## src/rtl/hazard_ctl.sv

```systemverilog
// Pipeline hazard/stall sequencer: reset drain, load-use bubble, redirect flush,
// memory freeze, plus saturating stall/flush performance counters.
module hazard_ctl #(
    parameter int RESET_FLUSH = 2,
    parameter int CNT_W       = 32
) (
    input  logic             clk,
    input  logic             rst,
    input  logic [4:0]       id_rs1,
    input  logic [4:0]       id_rs2,
    input  logic             id_uses_rs1,
    input  logic             id_uses_rs2,
    input  logic [4:0]       ex_rd,
    input  logic             ex_regwen,
    input  logic             ex_is_load,
    input  logic             ex_pc_sel,
    input  logic             mem_req,
    input  logic             mem_ready,
    output logic             pc_stall,
    output logic             if_id_stall,
    output logic             if_id_flush,
    output logic             id_ex_stall,
    output logic             id_ex_flush,
    output logic             ex_mem_stall,
    output logic [CNT_W-1:0] stall_cycles,
    output logic [CNT_W-1:0] flush_events
);

    localparam logic [1:0] S_INIT = 2'd0;
    localparam logic [1:0] S_RUN  = 2'd1;
    localparam logic [1:0] S_LU   = 2'd2;
    localparam logic [1:0] S_MW   = 2'd3;

    localparam int DW = (RESET_FLUSH > 1) ? $clog2(RESET_FLUSH) : 1;
    localparam logic [DW-1:0] DRAIN_INIT = DW'(RESET_FLUSH - 1);

    logic [1:0]       state, state_nxt;
    logic [DW-1:0]    drain;
    logic [CNT_W-1:0] stall_cnt, flush_cnt;
    logic             memstall, loaduse, redirect;

    assign memstall = (((state == S_RUN) || (state == S_LU)) && mem_req && !mem_ready)
                    || ((state == S_MW) && !mem_ready);

    // The bubble cycle masks the hazard so a held EX load cannot stall twice in a row.
    assign loaduse = ex_is_load && ex_regwen && (ex_rd != 5'd0) && (state != S_LU)
                  && ((id_uses_rs1 && (id_rs1 == ex_rd)) || (id_uses_rs2 && (id_rs2 == ex_rd)));

    always_comb begin
        pc_stall     = 1'b0;
        if_id_stall  = 1'b0;
        if_id_flush  = 1'b0;
        id_ex_stall  = 1'b0;
        id_ex_flush  = 1'b0;
        ex_mem_stall = 1'b0;
        redirect     = 1'b0;
        state_nxt    = S_RUN;
        if (rst || (state == S_INIT)) begin
            pc_stall    = 1'b1;
            if_id_flush = 1'b1;
            id_ex_flush = 1'b1;
            state_nxt   = (drain == '0) ? S_RUN : S_INIT;
        end else if (memstall) begin
            pc_stall     = 1'b1;
            if_id_stall  = 1'b1;
            id_ex_stall  = 1'b1;
            ex_mem_stall = 1'b1;
            state_nxt    = S_MW;
        end else if (ex_pc_sel) begin
            if_id_flush = 1'b1;
            id_ex_flush = 1'b1;
            redirect    = 1'b1;
            state_nxt   = S_RUN;
        end else if (loaduse) begin
            pc_stall    = 1'b1;
            if_id_stall = 1'b1;
            id_ex_flush = 1'b1;
            state_nxt   = S_LU;
        end
    end

    always_ff @(posedge clk) begin
        if (rst) begin
            state     <= S_INIT;
            drain     <= DRAIN_INIT;
            stall_cnt <= '0;
            flush_cnt <= '0;
        end else begin
            state <= state_nxt;
            if ((state == S_INIT) && (drain != '0))
                drain <= drain - DW'(1);
            if (pc_stall && (stall_cnt != '1))
                stall_cnt <= stall_cnt + CNT_W'(1);
            if (redirect && (flush_cnt != '1))
                flush_cnt <= flush_cnt + CNT_W'(1);
        end
    end

    // Counters read as zero for the whole reset window, not just after the first edge.
    assign stall_cycles = rst ? '0 : stall_cnt;
    assign flush_events = rst ? '0 : flush_cnt;

endmodule

```

## config.mk

```make
export PLATFORM = sky130hd
export DESIGN_NAME = hazard_ctl
export DESIGN_NICKNAME = d
export VERILOG_FILES = /design/src/rtl/hazard_ctl.sv
export SDC_FILE = /design/constraint.sdc
export NUM_CORES = 1
export LEC_CHECK = 0
export ABC_AREA = 1
export ABC_CLOCK_PERIOD_IN_PS = 1590
export CAP_MARGIN = 20
export CORE_MARGIN = 2
export CORE_UTILIZATION = 48
export CTS_BUF_LIST = sky130_fd_sc_hd__clkbuf_4 sky130_fd_sc_hd__clkbuf_8 sky130_fd_sc_hd__clkbuf_16
export DETAILED_ROUTE_END_ITERATION = 10
export PLACE_DENSITY_LB_ADDON = 0.12
export SYNTH_ARGS = -nofsm -noshare
export SYNTH_HDL_FRONTEND = slang
export SYNTH_SLANG_ARGS = --single-unit
```

## constraint.sdc

```tcl
create_clock -name clk -period 1.59 [get_ports clk]
set_input_delay 0.159 -clock clk [delete_from_list [all_inputs] [get_ports clk]]
set_output_delay 0.159 -clock clk [all_outputs]
set_load 0.005 [all_outputs]
```

==> results summary <==
The flow ran to the end, but the final reports show violations. The checks that failed: setup timing. The placed cell area is 6870 µm². For this run, the number of standard cells in the final layout without fillers is 1,223.

Synthesis instantiated 29 different standard cells from the library. The critical path capture point type is a flop. The number of design-rule violations left by the first detailed-router iteration is 761. For the pin with the worst max-slew slack, the measured transition is between 500 and 600 ps. The routed layout has a little over 7,000 vias. The horizontal die dimension is 103 µm.

The fill cell instance count of the final layout is 489. The weighted congestion reported at the end of routability-driven placement came out at 0.960. The number of flops mapped to enable cells by yosys came out at 0. The area added between synthesis and finish is 80.0%. The number of buffers created by CTS is 9.

The maximum fanout encountered on the critical timing path came out at 3. The post-route worst setup slack came out at -512 ps. By area, the combinational part of the netlist is dominated by simple AND/OR/NAND/NOR gates. A synthesized cell averages 5.75 µm². Synthesis produced a netlist with a net count of 849.

In the synthesized netlist the async set-or-reset flop fraction comes to 0. STA classifies the critical path startpoint as a flop. In this run the tightest slew margin relative to its limit is 0.653. The number of warnings printed during yosys synthesis came out at 0. The overall die area came out at 10,600 µm². Wires add up to between 20,000 and 25,000 µm. The worst clock skew on the final layout is 13.8 ps. The number of max-slew violations in the final report is 0. The power after layout is a little over 4 mW. The number of placed instances, taps included is 1,166. The total grt overflow came out at 0. The remaining antenna violation count came out at 0. TritonCTS built the clock tree. The later-pin clock latency in the skew report came out at 380 ps.

In this run the power density over the cells is 486 nW/µm². The proportion of synthesized area in mux cells is 0. Setup repair after global routing could not meet its margin everywhere.

The part of the Yosys area used for sequential elements came out at 0.285. The count of inserted antenna diode cells came out at 0. The fraction of the mapped netlist area in compound gates came out at 0.0767. The clock transition at the registers of the reported paths is 80 ps. The number of H-tree levels is 3. The maximum count of clock buffers along a single path is 2.

The initial utilization of the core area, before any placement, comes to 0.489. The final cycle utilization of the critical path came out at 1.32. For the finished layout, the period the worst path requires is around 2100 ps.

The placed wire-length estimate is 11,500 µm. Summed over all cells, the static leakage comes to a little over 4 nW. The fmax is 0.476 GHz. In the global route stage, overall resource usage came out at 0.363. The pin count of the biggest net entering global routing came out at 60. The region available for standard cell placement spans 9640 µm².

The number of optimization iterations in the first detailed-route pass came out at 8. Among all flip-flop cells after synthesis, the most frequent one is sky130_fd_sc_hd__dfxtp_1. The synthesized-area fraction occupied by xor and xnor cells is 0.0316. The fraction of final layout cells sized beyond drive strength 1 is 0.390. The cell count after synthesis came out at between 800 and 900. The worst-case IR drop observed on VDD is 582 µV.

The number of antenna violations at the first check in global routing is 0. The post-route DRC violation count is 0. Of the total synthesized cell area, the portion taken by AND, OR, NAND and NOR gates is 0.469.

The critical path data arrival time is approximately 2400 ps. The first-pass GRT wire length is 30,100 µm. The number of synthesized register bits came out at 67.

Setup violations remaining at the end of the flow were counted as between 70 and 80. The number of sinks on the clock net is 67. The average via count per standard cell is 5.94. The number of primary I/O pins came out at 94.

The standard-cell row count came out at 36. The worst hold path belongs to the class input port to flop. The number of violations of the max-capacitance limit is 0. The final-report hold violation count came out at 0.

Measured along the y axis, the die boundary spans 103 µm. The root buffer cell chosen for the clock tree is sky130_fd_sc_hd__clkbuf_8. Of the total synthesized cell area, the portion taken by full adders, half adders and majority gates is 0.0133. The finished cells cover 8480 µm². The data required time of the critical path is 1880 ps. The final layout net count came out at around 1,100. The critical path start-end classification is flop to flop. The number of input and output port buffers inserted is 93.

The via count of the first global-routing pass came out at 6,428. The synthesized area is around 4700 µm². For this design, the CTS-stage hold fixing added 0 buffers. The wire length per cell after detailed routing came out at slightly below 20 µm.
==> through the flow <==
stage	setup WS, ps	util	hold WS (ps)	setup TNS (ps)
finish	-512	0.880	258	-26810
global route	-562	0.880	272	-29520
CTS	-369	0.834	273	-19370
detailed placement	-598	0.712	455	-27000
global placement	-539	0.712	431	-20180
floorplan	-57.8	-	350	-232
==> power breakdown <==
| part | switching [mW] | leakage [nW] | total (mW) | internal (mW) |
|---|---|---|---|---|
| combinational | 0.408 | 3.44 | 0.805 | 0.397 |
| clock | 0.779 | 0.106 | 1.62 | 0.837 |
| sequential | 0.0195 | 0.563 | 1.71 | 1.69 |
==> sequential cells by signal, indices dropped and copies added (netlist names) <==
register and flops:
drain 1, flush_cnt 32, stall_cnt 32, state 2
==> placed cells by master (no fill, tap or decap), types with 13 or more instances in the layout <==
| cell type | n |
|---|---|
| sky130_fd_sc_hd__dfxtp_2 | 34 |
| sky130_fd_sc_hd__nand4_1 | 17 |
| sky130_fd_sc_hd__nor2_2 | 21 |
| sky130_fd_sc_hd__clkdlybuf4s50_1 | 25 |
| sky130_fd_sc_hd__nand3_1 | 31 |
| sky130_fd_sc_hd__buf_4 | 153 |
| sky130_fd_sc_hd__nor3_1 | 23 |
| sky130_fd_sc_hd__a21oi_2 | 32 |
| sky130_fd_sc_hd__a21oi_1 | 15 |
| sky130_fd_sc_hd__nand3_2 | 16 |
| sky130_fd_sc_hd__dfxtp_1 | 26 |
| sky130_fd_sc_hd__inv_1 | 106 |
| sky130_fd_sc_hd__nand2_2 | 29 |
| sky130_fd_sc_hd__nor2_1 | 147 |
| sky130_fd_sc_hd__xor2_1 | 17 |
| sky130_fd_sc_hd__dlymetal6s2s_1 | 13 |
| sky130_fd_sc_hd__nand2_1 | 188 |
| sky130_fd_sc_hd__dlygate4sd2_1 | 48 |
==> per-layer routing <==
metal	wire length, µm	global-route usage	share of wire
met4	2290	0.199	0.095
met1	8010	0.379	0.33
met3	2480	0.0739	0.10
met5	0	0	0
met2	11400	0.676	0.47
==> kinds of logic after synthesis <==
| group | Yosys count |
|---|---|
| XOR/XNOR | 17 |
| AND/OR/NAND/NOR | 513 |
| buffers and inverters | 147 |
| flip-flops | 67 |
| AO/OA/AOI/OAI | 71 |
| adder cells (fa/ha/maj) | 5 |
==> worst max-delay path, cell delays in order, from the launching register on <==
cell and delay (ps):
sky130_fd_sc_hd__dfxtp_2 350, sky130_fd_sc_hd__buf_4 130, sky130_fd_sc_hd__ha_2 190, sky130_fd_sc_hd__inv_2 70, sky130_fd_sc_hd__a21oi_4 70, sky130_fd_sc_hd__inv_2 80
sky130_fd_sc_hd__nand2_2 70, sky130_fd_sc_hd__buf_6 120, sky130_fd_sc_hd__nor2_4 220, sky130_fd_sc_hd__buf_6 130, sky130_fd_sc_hd__buf_4 80, sky130_fd_sc_hd__nand4_1 150
sky130_fd_sc_hd__nand2_1 110, sky130_fd_sc_hd__inv_1 70, sky130_fd_sc_hd__nor2_1 160
==> cell type report <==
cell class | instances | area, µm² | share of cell area
clock buffer | 13 | 166 | 0.0196
clock inverter | 2 | 35.0 | 0.00413
inverter | 119 | 459 | 0.0541
multi-input combinational | 606 | 3510 | 0.414
sequential | 67 | 1410 | 0.166
tap | 133 | 166 | 0.0196
timing repair buffer | 280 | 2690 | 0.317
timing repair inverter | 3 | 43.8 | 0.00516
==> final timing paths <==
check / depth (start not counted) / from / slack [ps] / end
hold reg to reg: 2 / flush_cnt[25] / 480 / flush_cnt[25]
setup / recovery: 14 / state[0] / -510 / flush_cnt[17]
hold / removal: 3 / rst / 260 / stall_cnt[30]
setup reg to reg: 14 / state[0] / -510 / flush_cnt[17]
==> cell usage after synthesis, types with 2 or more instances <==
library cell / n / area [µm²]
sky130_fd_sc_hd__nor3_1: 30 / 150
sky130_fd_sc_hd__nor2_2: 10 / 62.6
sky130_fd_sc_hd__nor2_1: 164 / 616
sky130_fd_sc_hd__buf_1: 3 / 11.3
sky130_fd_sc_hd__inv_1: 113 / 424
sky130_fd_sc_hd__buf_4: 4 / 30.0
sky130_fd_sc_hd__a21oi_1: 56 / 280
sky130_fd_sc_hd__nor3_4: 2 / 32.5
sky130_fd_sc_hd__dfxtp_1: 67 / 1340
sky130_fd_sc_hd__nor2_4: 4 / 45.0
sky130_fd_sc_hd__nand3_1: 51 / 255
sky130_fd_sc_hd__nand4_1: 17 / 106
sky130_fd_sc_hd__ha_1: 5 / 62.6
sky130_fd_sc_hd__xor2_1: 17 / 149
sky130_fd_sc_hd__nor3b_1: 2 / 15.0
sky130_fd_sc_hd__inv_2: 6 / 22.5
sky130_fd_sc_hd__nand2_1: 223 / 837
sky130_fd_sc_hd__clkbuf_1: 10 / 37.5
sky130_fd_sc_hd__o21ai_0: 13 / 65.1
sky130_fd_sc_hd__nand2_2: 5 / 31.3
sky130_fd_sc_hd__buf_2: 10 / 50.1
==> timing repair <==
item | CTS | global route
gates cloned | 14 | 1
setup buffers | 26 | 7
gates resized for setup | 220 | 141
endpoints found under the hold margin | 0 | 0
endpoints found under the setup margin | 125 | 86
pin swaps | 23 | 59
No activity file was read; power rests on OpenSTA's default activity.
